## src/rtl/pll_reset_sequencer.sv

```systemverilog
// PLL supervisor: drives pll_areset, qualifies pll_locked and releases sys_rst after stable lock.
// Define PLL_SEQ_DEGLITCH_EN to require DEGLITCH_CYCLES of persistent lock loss while in RUN.
module pll_reset_sequencer #(
  parameter int unsigned AR_CYCLES       = 16,
  parameter int unsigned LOCK_TIMEOUT    = 65536,
  parameter int unsigned SETTLE_CYCLES   = 1024,
  parameter int unsigned MAX_RETRY       = 3,
  parameter int unsigned DEGLITCH_CYCLES = 8
) (
  input  logic       in_clk,
  input  logic       rst,
  input  logic       pll_locked,
  input  logic       soft_reset_req,
  output logic       pll_areset,
  output logic       sys_rst,
  output logic       ready,
  output logic       fault,
  output logic [7:0] lock_lost_count
);

  localparam int unsigned MAX_AR_TO = (AR_CYCLES > LOCK_TIMEOUT) ? AR_CYCLES : LOCK_TIMEOUT;
  localparam int unsigned MAX_CNT   = (MAX_AR_TO > SETTLE_CYCLES) ? MAX_AR_TO : SETTLE_CYCLES;
  localparam int unsigned CNT_W     = $clog2(MAX_CNT + 1);

  localparam logic [CNT_W-1:0] AR_LAST     = CNT_W'(AR_CYCLES - 1);
  localparam logic [CNT_W-1:0] TO_LAST     = CNT_W'(LOCK_TIMEOUT - 1);
  localparam logic [CNT_W-1:0] SETTLE_LAST = CNT_W'(SETTLE_CYCLES - 1);
  localparam logic [3:0]       RETRY_MAX   = 4'(MAX_RETRY);

  if (AR_CYCLES < 1 || LOCK_TIMEOUT < 2 || SETTLE_CYCLES < 1 ||
      MAX_RETRY < 1 || MAX_RETRY > 15 || DEGLITCH_CYCLES < 1) begin : g_bad_params
    $error("pll_reset_sequencer: parameter out of range");
  end

  typedef enum logic [2:0] {
    ST_PLL_RESET,
    ST_WAIT_LOCK,
    ST_SETTLE,
    ST_RUN,
    ST_FAULT
  } state_t;

  state_t           state, state_nxt;
  logic [CNT_W-1:0] cnt, cnt_nxt;
  logic [3:0]       retry_cnt, retry_nxt;
  logic [7:0]       lost_nxt;
  logic             areset_nxt, sys_rst_nxt, ready_nxt, fault_nxt;
  logic             lock_loss;
  logic             sync_p0, sync_p1;
  logic             locked_s;

`ifdef PLL_SEQ_DEGLITCH_EN
  localparam int unsigned      DG_W    = (DEGLITCH_CYCLES > 1) ? $clog2(DEGLITCH_CYCLES) : 1;
  localparam logic [DG_W-1:0]  DG_LAST = DG_W'(DEGLITCH_CYCLES - 1);
  logic [DG_W-1:0] dg_cnt, dg_nxt;
`endif

  function automatic logic [7:0] sat_inc8(input logic [7:0] v);
    return (v == 8'hFF) ? v : v + 8'd1;
  endfunction

  // Stage p0/p1: bring the asynchronous lock flag into the in_clk domain
  always_ff @(posedge in_clk) begin
    if (rst) begin
      sync_p0 <= 1'b0;
      sync_p1 <= 1'b0;
    end else begin
      sync_p0 <= pll_locked;
      sync_p1 <= sync_p0;
    end
  end

  assign locked_s = sync_p1;

  always_comb begin
    state_nxt = state;
    retry_nxt = retry_cnt;
    lost_nxt  = lock_lost_count;
    lock_loss = 1'b0;
    cnt_nxt   = '0;
`ifdef PLL_SEQ_DEGLITCH_EN
    dg_nxt    = '0;
`endif

    case (state)
      ST_PLL_RESET: begin
        if (cnt == AR_LAST) state_nxt = ST_WAIT_LOCK;
      end
      ST_WAIT_LOCK: begin
        if (locked_s) begin
          state_nxt = ST_SETTLE;
        end else if (cnt == TO_LAST) begin
          retry_nxt = retry_cnt + 4'd1;
          state_nxt = (retry_nxt == RETRY_MAX) ? ST_FAULT : ST_PLL_RESET;
        end
      end
      ST_SETTLE: begin
        if (!locked_s) begin
          state_nxt = ST_WAIT_LOCK;
        end else if (cnt == SETTLE_LAST) begin
          state_nxt = ST_RUN;
          retry_nxt = '0;
        end
      end
      ST_RUN: begin
`ifdef PLL_SEQ_DEGLITCH_EN
        if (!locked_s) begin
          if (dg_cnt == DG_LAST) lock_loss = 1'b1;
          else                   dg_nxt    = dg_cnt + DG_W'(1);
        end
`else
        lock_loss = !locked_s;
`endif
        // Lock loss wins over a coincident soft request so it is always counted
        if (lock_loss) begin
          state_nxt = ST_PLL_RESET;
          lost_nxt  = sat_inc8(lock_lost_count);
        end else if (soft_reset_req) begin
          state_nxt = ST_PLL_RESET;
        end
      end
      ST_FAULT: begin
        state_nxt = ST_FAULT;
      end
      default: begin
        state_nxt = ST_PLL_RESET;
      end
    endcase

    if (state_nxt == state && state != ST_RUN && state != ST_FAULT)
      cnt_nxt = cnt + CNT_W'(1);

    areset_nxt  = (state_nxt == ST_PLL_RESET) || (state_nxt == ST_FAULT);
    sys_rst_nxt = (state_nxt != ST_RUN);
    ready_nxt   = (state_nxt == ST_RUN);
    fault_nxt   = (state_nxt == ST_FAULT);
  end

  // Stage p2: state, counters and outputs all update on the same edge
  always_ff @(posedge in_clk) begin
    if (rst) begin
      state           <= ST_PLL_RESET;
      cnt             <= '0;
      retry_cnt       <= '0;
      lock_lost_count <= '0;
      pll_areset      <= 1'b1;
      sys_rst         <= 1'b1;
      ready           <= 1'b0;
      fault           <= 1'b0;
`ifdef PLL_SEQ_DEGLITCH_EN
      dg_cnt          <= '0;
`endif
    end else begin
      state           <= state_nxt;
      cnt             <= cnt_nxt;
      retry_cnt       <= retry_nxt;
      lock_lost_count <= lost_nxt;
      pll_areset      <= areset_nxt;
      sys_rst         <= sys_rst_nxt;
      ready           <= ready_nxt;
      fault           <= fault_nxt;
`ifdef PLL_SEQ_DEGLITCH_EN
      dg_cnt          <= dg_nxt;
`endif
    end
  end

endmodule
```

## config.mk

```make
export PLATFORM = sky130hd
export DESIGN_NAME = pll_reset_sequencer
export DESIGN_NICKNAME = d
export VERILOG_FILES = /design/src/rtl/pll_reset_sequencer.sv
export SDC_FILE = /design/constraint.sdc
export NUM_CORES = 1
export LEC_CHECK = 0
export BUFFER_PORTS_ARGS = -buffer_cell sky130_fd_sc_hd__buf_2
export CAP_MARGIN = 10
export CORE_AREA = 2 2 64 66
export DETAILED_ROUTE_END_ITERATION = 12
export DIE_AREA = 0 0 66 68
export PLACE_DENSITY = 0.74
export SYNTH_ARGS = -nofsm -noshare
export SYNTH_HDL_FRONTEND = slang
export SYNTH_SLANG_ARGS = --single-unit
```

## constraint.sdc

```tcl
create_clock -name in_clk -period 2.2 [get_ports in_clk]
set_clock_uncertainty 0.1 [all_clocks]
set_input_delay 0.11 -clock in_clk [delete_from_list [all_inputs] [get_ports in_clk]]
set_output_delay 0.11 -clock in_clk [all_outputs]
set_load 0.01 [all_outputs]
```

==> results of run 1 <==
==> where the power goes <==
group          switching [mW]  leakage [nW]  internal [mW]
Clock                   0.250        0.0714          0.484
Combinational          0.0269         0.555         0.0246
Sequential            0.00681         0.311          0.692
==> worst max-delay path, cell delays in order, from the launching register on <==
cell	delay, ps
dfxtp_2	360
ha_4	160
nand3_4	90
nor4_4	270
ha_2	240
nor3_2	50
o21a_1	220
a211oi_4	230
buf_6	160
clkbuf_16	160
nor3_2	40
==> routing by layer <==
metal,share of wire,routed length (um),vias to the layer above
li1,-,-,811
met1,0.44,1778,742
met2,0.51,2031,25
met3,0.035,140,8
met4,0.016,63,0
met5,0,0,-
==> logic make-up after synthesis <==
| group | after synthesis |
|---|---|
| compound gates | 25 |
| xor+xnor | 20 |
| fa+ha+maj | 5 |
| buf+inv | 13 |
| flops | 38 |
| mux | 1 |
| simple gates | 100 |
==> area by class of cell <==
class                      instances  area (um^2)  area share
sequential                        38        774.5      0.3100
multi-input combinational        151         1216      0.4867
inverter                           5        18.77    0.007511
tap                               50        62.56     0.02504
clock inverter                     2        60.06     0.02404
timing repair buffer              34        284.0      0.1137
clock buffer                       6        82.58     0.03305
==> cell usage after synthesis (2+ instances only) <==
| cell | count | share of area |
|---|---|---|
| a21oi_1 | 5 | 0.013 |
| and3_1 | 6 | 0.019 |
| buf_2 | 2 | 0.0051 |
| buf_6 | 3 | 0.017 |
| clkbuf_1 | 2 | 0.0038 |
| dfxtp_1 | 38 | 0.39 |
| ha_1 | 5 | 0.032 |
| inv_1 | 5 | 0.0096 |
| nand2_1 | 10 | 0.019 |
| nand3_1 | 14 | 0.036 |
| nand4_1 | 7 | 0.022 |
| nor2_1 | 10 | 0.019 |
| nor2b_1 | 4 | 0.013 |
| nor3_1 | 14 | 0.036 |
| nor3_2 | 10 | 0.051 |
| nor3b_1 | 5 | 0.019 |
| nor4_1 | 6 | 0.019 |
| o211ai_1 | 2 | 0.0077 |
| o21ai_1 | 4 | 0.010 |
| o31ai_1 | 2 | 0.0077 |
| o32ai_1 | 2 | 0.0089 |
| xnor2_1 | 11 | 0.049 |
| xor2_1 | 9 | 0.040 |
==> how the worst max path moves through the flow <==
stage                             to  depth (start not counted)
4_1_cts        pll_areset$_SDFF_PP1_                          8
5_1_grt            cnt[0]$_SDFF_PP0_                         10
2_1_floorplan      cnt[4]$_SDFF_PP0_                         10
3_3_place_gp      cnt[10]$_SDFF_PP0_                          9
6_report           cnt[7]$_SDFF_PP0_                         10
3_5_place_dp      cnt[10]$_SDFF_PP0_                          9
==> flip-flops by register name (all words and copies together) (netlist names), 3 cells and up <==
| register | cells |
|---|---|
| cnt | 17 |
| lock_lost_count | 8 |
| retry_cnt | 4 |
| state | 3 |
==> what timing repair did <==
action,4_1_cts,5_1_grt
setup buffers,0,1
endpoints found under the setup margin,0,20
hold buffers,1,0
endpoints found under the hold margin,1,0
gates resized for setup,0,18
==> stage by stage <==
| stage | setup TNS [ps] | std cells |
|---|---|---|
| after global placement | 0 | 274 |
| final | 0 | 286 |
| after CTS | 0 | 283 |
| after global routing | -1397 | 286 |
| after detailed placement | 0 | 274 |
| after floorplan | -325.7 | 202 |
==> results, run 1 <==
- In this run the remaining antenna-violating nets after routing total 0.
- The startpoint identified for the worst hold timing path is rst.
- The type of element capturing the critical path is a register.
- The number of DRC violations after detailed routing is 0.
- The H-tree was split into 2 levels.
- The data arrival time of the worst path is 2270 ps.
- For this design the ratio of total power to cell area is between 500 and 600 nW/um^2.
- The post-DP HPWL is approximately 2700 um.
- The share of synthesized area spent on multiplexers is 0.005105.
- The synthesized-area fraction occupied by ao, oa, aoi and oai cells was 0.1066.
- Entering global routing, the biggest net connects 21 pins.
- The number of clock sinks is 38.
- The mean area per synthesized cell is ~9.7 um^2.
- The synthesis-to-finish area growth is 27.44%.
- At the pin with the least slew margin, the transition time is about 420 ps.
- Of the total synthesized cell area, the portion taken by XOR and XNOR cells is 0.08934.
- The worst path in the final design needs a cycle of approximately 2200 ps, including I/O delays and setup.
- Port buffering added 15 buffers.
- The cell sitting at the root of the clock tree is a clkbuf_8.
- For this run, asynchronously set or reset flops after synthesis account for 0.
- Overall power consumption after layout is estimated at around 1.5 mW.
- The min-delay analysis places its worst path in the category input pin to register.
- The worst setup margin is 5.805 ps.
- Of the total synthesized cell area, the portion taken by AND, OR, NAND and NOR gates is 0.3395.
- The met1 track demand over resource in global routing is 0.2383.
- Of the total synthesized cell area, the portion taken by full adders, half adders and majority gates is 0.03191.
- Leaving out fill and tap cells, the most frequent cells in the layout are dfxtp_1 (31), nor3_2 (17), buf_2 (15).
- Measured in cells, the most critical reg-to-reg path has a length of 10.
- The number of antenna violations at the first check in global routing is 0.
- Once layout is done, the placed cells without fillers occupy roughly 2500 um^2.
- The cell area that synthesis handed to floorplanning was roughly 2000 um^2.
- The leakage power of the design is between 0.9 and 1 nW.
- During synthesis, Yosys emitted a total of 0 warnings.
- The share of cells above drive strength 1 is 0.3559.
- The setup slack after placement is ~37 ps.
- The maximum VDD drop is roughly 0.43 mV.
- The starting DRC count in detailed routing is just under 100.
- Detailed routing inserted a total of 1586 vias.
- The library cell used most frequently in the layout, excluding fill and tap cells, is dfxtp_1.
- The number of placement rows is 23.
- The register-to-register setup slack is ~5.8 ps.
- The flow ran to the end, and the final reports show no timing, DRC or antenna violations.
- Setup violations remaining at the end of the flow were counted as 0.
- The first global-routing pass estimated between 6000 and 7000 um of wire.
- The dominant synthesized flop cell is dfxtp_1.
- The number of buffers created by CTS is 5.
- The total inserted antenna cells is 0.
- STA puts the critical path data required time at roughly 2300 ps.
- The via count of the first global-routing pass was between 1000 and 1500.
- Counting flops with a built-in enable in the synthesized netlist gives 0.
- The portion of the post-synthesis area used by sequential elements is 0.3880.
- The final number of max-transition violations is 0.
- The I/O pin total is 16.
- The most critical setup path has its startpoint at cnt[0]$_SDFF_PP0_.
- The utilization of the core after routing is 0.6480.
- Along the worst hold path, the cell count comes to 2.
- STA classifies the critical path startpoint as a register.
- Global routing finished with a remaining overflow of 0.
- For this run, global-route usage on met2 was measured as 0.3232.
- The wire length reported by the detailed router is about 4000 um.
- The sink of the worst hold path is lock_lost_count[2]$_SDFFE_PP0P_.
- From bottom edge to top edge, the die measures between 60 and 70 um.
- The largest family of logic cells by synthesized area is simple AND/OR/NAND/NOR gates.
- In this run the worst path has a maximum fanout of 8.
- In the final routed layout, each cell accounts on average for around 14 um.
- The endpoint of the lowest-slack register-to-register path is cnt[7]$_SDFF_PP0_.
- The highest attainable clock frequency is 455.7 MHz.
- Clock-pin slew was measured on the worst setup and hold paths at approximately 80 ps.
- The worst pin sits at a relative slew slack of 0.7220.
- The via count normalized by instance count is between 5 and 6.
- The post-synthesis cell count is 202.
- TritonCTS built the clock tree.
- The core area is a little under 4000 um^2.
- The most used routing layer in global routing is met2.
- The final worst hold slack is just over 100 ps.
- The x dimension of the die is ~66 um.
- Setup repair after global routing could not meet its margin everywhere.
- Yosys mapped the design onto 49 distinct sky130hd cell types.
- After filler insertion, the fill cell instance count of the layout stands at ~320.
- The insertion delay of the later-clocked pin in the worst-skew pair is 290 ps.
- The first detailed-routing pass took 4 iterations.
- By startpoint and endpoint, the worst setup path is classified as register to register.
- In the global route stage, met3 resource usage came out at 0.05592.
- Counting flops and latches in the post-synthesis netlist gives 38.
- For this configuration, the core starts out at a cell density of 0.5084.
- The total die area is 4488 um^2.
- The max-cap violation count is 0.
- The final net count is 244.
- The startpoint of the worst register-to-register path is cnt[0]$_SDFF_PP0_.
- The number of nets in the synthesized netlist is 211.
- The number of hold violations in the final report is 0.
- The global router's overall resource usage is 0.1931.
- The maximum root-to-sink buffer count is 2.
- After detailed placement, the total cell area comes to 2201 um^2.
- The final period utilization is 0.9974.
- The congestion estimate from routability-driven global placement came to slightly above 0.8.
No activity file was read; power rests on OpenSTA's default activity.
==> run 2, diff against run 1 <==
- CORE_AREA: 2 2 64 66 -> 2 2 63 65
- DIE_AREA: 0 0 66 68 -> 0 0 65 67
- clock period: 2.2 -> 2.25 ns (I/O delays scaled with it)
==> results, run 2 (synthesized netlist as in run 1, its figures left out) <==
- The run finished with clean final reports.
- The post-DP HPWL is 2565 um.
- Across the run, the number of max-cap violations was 0.
- In the final layout, the registers with the most flip-flops are cnt: 17 flops, lock_lost_count: 8 flops, retry_cnt: 4 flops.
- In the final routed layout, each cell accounts on average for between 10 and 15 um.
- Dividing total power by cell area gives a power density of roughly 510 nW/um^2.
- Before CTS, the worst setup slack after placement is 77.29 ps.
- After detailed routing, the total wire length is between 3000 and 4000 um.
- Summed over all failing endpoints, the final setup total negative slack is 0 ps.
- The worst register-to-register path has a setup slack of between 40 and 50 ps.
- The insertion delay of the later-clocked pin in the worst-skew pair is approximately 290 ps.
- The utilization of the core after routing is 0.6548.
- The share of total power dissipated in the clock network is 0.397.
- The final number of max-transition violations is 0.
- The analysis attributes to net switching a power of approximately 0.26 mW.
- The share of cells above drive strength 1 is 0.3191.
- The final net count is roughly 240.
- Port buffering added 15 buffers.
- Of the total power, the share spent switching nets is 0.2174.
- For this configuration, the core starts out at a cell density of 0.5437.
- The top cell types in the final layout, fill and taps aside, are dfxtp_1 (28), buf_2 (15), buf_4 (15).
- The first global-routing pass estimated between 6000 and 7000 um of wire.
- The part of the power in registers is 0.566.
- The delay contributed by the slowest stage of the critical path is about 360 ps.
- The type of element capturing the critical path is a register.
- The worst setup margin is slightly below 50 ps.
- The number of DRC violations after detailed routing is 0.
- In the finished design, the share of the clock period the worst path needs comes to 0.9785.
- The last weighted congestion value of the routability-driven placer is roughly 0.83.
- The critical path is of the register to register type.
- The number of nets with antenna violations after routing is 0.
- After filler insertion, the fill cell instance count of the layout stands at 291.
- The met1 track demand over resource in global routing is 0.2277.
- The core area is approximately 3600 um^2.
- The clock passes through at most 2 buffers.
- The number of clock sinks is 38.
- The number of buffers created by CTS is 5.
- The x dimension of the die is between 60 and 70 um.
- The detailed router finished its first iteration with between 100 and 150 violations.
- For met2 alone, demand over resource in global routing was 0.3093.
- The highest-delay cell along the critical path is dfxtp_2.
- Static timing analysis puts the maximum clock frequency at approximately 450 MHz.
- The tree is rooted in a clkbuf_8.
- Counting flops per register, the top entry is cnt.
- The synthesis-to-finish area growth is 20.42%.
- Together, buffers and inverters on the worst path number 1.
- The via count normalized by instance count is around 5.6.
- The maximum VDD drop is 0.4184 mV.
- The total inserted antenna cells is 0.
- For this design the static power due to leakage is 0.8819 nW.
- In this run the number of H-tree levels came out at 2.
- Counting tap cells, the placed design contains a total of 270 instances.
- The die covers ~4400 um^2.
- Clock-pin slew was measured on the worst setup and hold paths at approximately 70 ps.
- The number of placement rows is 22.
- The first detailed-routing pass ran for 4 iterations.
- The number of vias in the routed layout is 1576.
- The normalized max-slew margin is 0.7162.
- STA puts the critical path data arrival time at approximately 2300 ps.
- The commonest non-fill, non-tap cell in the layout is dfxtp_1.
- The count of cells in the finished layout, fillers not included, comes to 283.
- The transition time at the pin with the least slew margin is between 400 and 500 ps.
- The critical path startpoint category is a register.
- The cell family contributing the most delay on the critical path is simple AND/OR/NAND/NOR gates.
- The via count of the first global-routing pass is about 1500.
- The number of antenna violations at the first check in global routing came to 0.
- TritonCTS built the clock tree.
- The part of the total power dissipated in combinational logic is 0.037.
- For this run, global-route usage on met3 was measured as 0.05574.
- The setup-violating endpoint count in the final report is 0.
- Data on the critical path is required at its endpoint by between 2000 and 2500 ps.
- The flip-flop count of the largest register after layout is 17.
- The critical path goes through nand4_4, or2_4, nor4_4, ha_2, nor3_2, o21a_1, a211oi_4, clkbuf_16, nor3_1.
- The number of hold violations in the final report is 0.
- Setup repair after global routing could not meet its margin everywhere.
- The final critical path time including I/O delays and setup is ~2200 ps.
- Along the worst path, the maximum fanout reaches 8.
- The tightest hold path in the finished design has a slack of between 100 and 150 ps.
- The most used routing layer in global routing is met2.
- In this run the count of I/O pins placed on the die edge is 16.
- The internal power of the cells totals 0.9446 mW.
- Entering global routing, the biggest net connects 21 pins.
- For this run the aggregate overflow at the end of global routing stands at 0.
- The floorplan step set the die height to 67 um.
- The global router's overall resource usage is 0.1868.
- The tightest min-delay check is of the input pin to register type.
## run 2: worst register-to-register path, delay by kind of cell, from the launching register on
family,cells,cell delay (ps)
buffers and inverters,1,240
AO/OA/AOI/OAI,2,520
flip-flops,1,360
AND/OR/NAND/NOR,5,620
adder cells (fa/ha/maj),1,250
## run 2: final timing paths
path,end,cells after the start,from
hold reg to reg,locked_s$_SDFF_PP0_,1,sync_p0$_SDFF_PP0_
hold / removal,lock_lost_count[0]$_SDFFE_PP0P_,2,rst
setup reg to reg,cnt[11]$_SDFF_PP0_,9,cnt[4]$_SDFF_PP0_
setup / recovery,cnt[11]$_SDFF_PP0_,9,cnt[4]$_SDFF_PP0_
## run 2: timing repair
item | CTS | global route
gates resized for setup | 0 | 12
setup endpoints to repair | 0 | 19
setup buffers | 0 | 3
hold endpoints to repair | 1 | 0
hold buffers | 1 | 0
## run 2: metal layers
| layer | vias up | part of all wire |
|---|---|---|
| met1 | 736 | 0.48 |
| met5 | - | 0 |
| met3 | 3 | 0.042 |
| li1 | 805 | - |
| met4 | 0 | 0.0084 |
| met2 | 32 | 0.47 |
## run 2: area by class of cell
type / count / area (um^2) / area share
clock buffer: 7 / 86.33 / 0.03657
clock inverter: 1 / 5.005 / 0.002120
inverter: 5 / 18.77 / 0.007949
multi-input combinational: 151 / 1170 / 0.4955
sequential: 38 / 778.2 / 0.3296
tap: 48 / 60.06 / 0.02544
timing repair buffer: 33 / 242.7 / 0.1028
## run 2: power groups by stage
| stage | Combinational, mW | Clock (mW) | Sequential, mW |
|---|---|---|---|
| final | 0.0449 | 0.479 | 0.683 |
| after global routing | 0.0501 | 0.523 | 0.684 |
| after global placement | 0.0413 | 0 | 0.699 |
| after detailed placement | 0.0416 | 0 | 0.699 |
| after floorplan | 0.0256 | 0 | 0.700 |
| after CTS | 0.0431 | 0.492 | 0.683 |
## run 2: per-stage QoR
step,instance area (um^2),power (mW)
finish,2361,1.207
global route,2361,1.257
CTS,2270,1.218
detailed placement,2168,0.7406
global placement,2168,0.7400
floorplan,1986,0.7259
==> run 3, diff against run 2 <==
- CTS_BUF_LIST: unset -> sky130_fd_sc_hd__clkbuf_8
==> results, run 3 (synthesized netlist as in run 1, its figures left out) <==
- The starting DRC count in detailed routing is 111.
- The startpoint of the worst register-to-register path is cnt[4]$_SDFF_PP0_.
- The wire-length estimate of the detail-placed layout is 2565 um.
- For the pin with the worst max-slew slack, the measured transition is around 420 ps.
- Entering global routing, the biggest net connects 21 pins.
- The clock tree synthesis step divided the H-tree into 2 levels.
- For this design, the sink count on the clock tree is 38.
- The number of hold violations in the final report is 0.
- The cell type group with the largest total delay on the critical path is simple AND/OR/NAND/NOR gates.
- The type of element capturing the critical path is a register.
- The endpoint of the lowest-slack register-to-register path is cnt[11]$_SDFF_PP0_.
- The critical path crosses 9 cells after its start point.
- The largest registers in the layout are cnt: 17 flops, lock_lost_count: 8 flops, retry_cnt: 4 flops.
- The worst setup path endpoint is cnt[11]$_SDFF_PP0_.
- The final route contains approximately 1600 vias.
- The average routed wire per standard cell is ~13 um.
- Data on the critical path is required at its endpoint by 2320 ps.
- The worst-case IR drop observed on VDD is 0.4170 mV.
- The last weighted congestion value of the routability-driven placer is between 0.8 and 0.9.
- The startpoint identified for the worst hold timing path is rst.
- In the final timing run, aggregate negative setup slack is 0 ps.
- Setup violations remaining at the end of the flow were counted as 0.
- Hold is met by 103.4 ps.
- The die covers between 4000 and 5000 um^2.
- The register-to-register setup slack is 50 ps.
- The number of placement rows is 22.
- The clock transition at the registers of the reported paths is about 70 ps.
- The total inserted antenna cells is 0.
- The number of buffers created by CTS is 5.
- Of the total power, combinational logic draws 0.037.
- The min-delay analysis places its worst path in the category input pin to register.
- The total net switching power is approximately 0.26 mW.
- In this run the static leakage power is between 0.8 and 0.9 nW.
- The share of total power dissipated in sequential elements is 0.568.
- The switching share of power is 0.2181.
- The internal power is between 0.9 and 1 mW.
- The count of buffers added on input and output ports is 15.
- The flip-flop count of the largest register after layout is 17.
- The max-cap violation count is 0.
- The commonest non-fill, non-tap cell in the layout is dfxtp_1.
- The share of cells above drive strength 1 is 0.3191.
- The final period utilization is 0.9785.
- The power density relative to cell area is 509.3 nW/um^2.
- Before antenna repair, the detailed router went through 4 iterations.
- The number of DRC violations after detailed routing is 0.
- The critical path goes through nand4_4, or2_4, nor4_4, ha_2, nor3_2, o21a_1, a211oi_4, clkbuf_16, nor3_1.
- The number of antenna violations at the first check in global routing came to 0.
- The die outline height is about 67 um.
- The maximum fanout encountered on the critical timing path is 8.
- The count of buffer and inverter cells on the critical path is 1.
- The via count of the first global-routing pass is around 1500.
- The floorplan step defined a core boundary enclosing roughly 3600 um^2.
- The data arrival time of the worst path is 2270 ps.
- The global router's overall resource usage is 0.1868.
- From synthesis to final layout, the design area changed by 20.42%.
- TritonCTS built the clock tree.
- The final net count is about 240.
- Of the total power, the clock network draws 0.394.
- The overall power after layout is 1.202 mW.
- The first global-routing pass estimated about 6300 um of wire.
- STA classifies the critical path startpoint as a register.
- In this run the tightest slew margin relative to its limit is 0.7161.
- The worst-case reg-to-reg path depth is 9.
- For this run, the slowest stage of the critical path takes around 360 ps.
- The critical path start-end classification is register to register.
- The number of nets with antenna violations after routing is 0.
- The final number of max-transition violations is 0.
- Leaving out fill and tap cells, the most frequent cells in the layout are dfxtp_1 (28), buf_2 (15), buf_4 (15).
- The most flop-heavy register is cnt.
- The x dimension of the die is between 60 and 70 um.
- The most critical setup path has its startpoint at cnt[4]$_SDFF_PP0_.
- The flow ran to the end, and the final reports show no timing, DRC or antenna violations.
- The initial utilization of the core area, before any placement, comes to 0.5437.
- Global routing finished with a remaining overflow of 0.
- The cell sitting at the root of the clock tree is a clkbuf_8.
- The final critical path time including I/O delays and setup is 2202 ps.
- 16 I/O pins were placed.
- The wire length reported by the detailed router is between 3000 and 4000 um.
- Counting along the longest clock path gives a buffer depth of 2.
- Setup repair after global routing could not meet its margin everywhere.
- Clock latency on the worst-skew pair, taken at its later pin, is ~290 ps.
- The highest-delay cell along the critical path is dfxtp_2.
- Dividing the detail-routed via count by the number of cells gives 5.565.
- Static timing analysis puts the maximum clock frequency at between 400 and 500 MHz.
==> run 3: how the worst min path moves through the flow <==
stage / endpoint / slack [ps] / cells past startpoint
after floorplan: sync_p0$_SDFF_PP0_ / 140 / 1
after global placement: sync_p0$_SDFF_PP0_ / 220 / 2
after detailed placement: sync_p0$_SDFF_PP0_ / 240 / 2
after CTS: lock_lost_count[0]$_SDFFE_PP0P_ / 100 / 2
after global routing: lock_lost_count[2]$_SDFFE_PP0P_ / 100 / 2
final: lock_lost_count[0]$_SDFFE_PP0P_ / 100 / 2
==> run 3: routing by layer <==
| layer | global-route usage | routed length, um | up-vias |
|---|---|---|---|
| met4 | 0.07181 | 31 | 0 |
| li1 | - | - | 803 |
| met1 | 0.2277 | 1765 | 735 |
| met3 | 0.05574 | 165 | 3 |
| met5 | 0 | 0 | - |
| met2 | 0.3093 | 1767 | 34 |
==> run 3: area by class of cell <==
cell class | count | area [um^2]
timing repair buffer | 33 | 242.7
fill | 291 | 1245
multi-input combinational | 151 | 1170
tap | 48 | 60.06
clock inverter | 2 | 8.758
sequential | 38 | 778.2
clock buffer | 6 | 82.58
inverter | 5 | 18.77
==> run 3: repair_timing <==
item / in CTS / in global routing
setup buffers: 0 / 3
hold buffers: 1 / 0
resized for setup: 0 / 12
endpoints found under the hold margin: 1 / 0
setup endpoints to repair: 0 / 19
==> run 3: power by group through the flow <==
stage | registers (mW) | clock network, mW | logic (mW)
6_report | 0.683 | 0.474 | 0.0449
5_1_grt | 0.684 | 0.518 | 0.0501
4_1_cts | 0.683 | 0.488 | 0.0431
3_5_place_dp | 0.699 | 0 | 0.0416
3_3_place_gp | 0.699 | 0 | 0.0413
2_1_floorplan | 0.700 | 0 | 0.0256
==> run 3: through the flow <==
step | util | cells | instance area [um^2] | setup slack [ps]
2_1_floorplan | - | 202 | 1986 | 8.093
3_3_place_gp | 0.6013 | 270 | 2168 | 125.0
3_5_place_dp | 0.6013 | 270 | 2168 | 77.29
4_1_cts | 0.6294 | 279 | 2270 | 62.69
5_1_grt | 0.6548 | 283 | 2361 | -40.32
6_report | 0.6548 | 283 | 2361 | 48.35
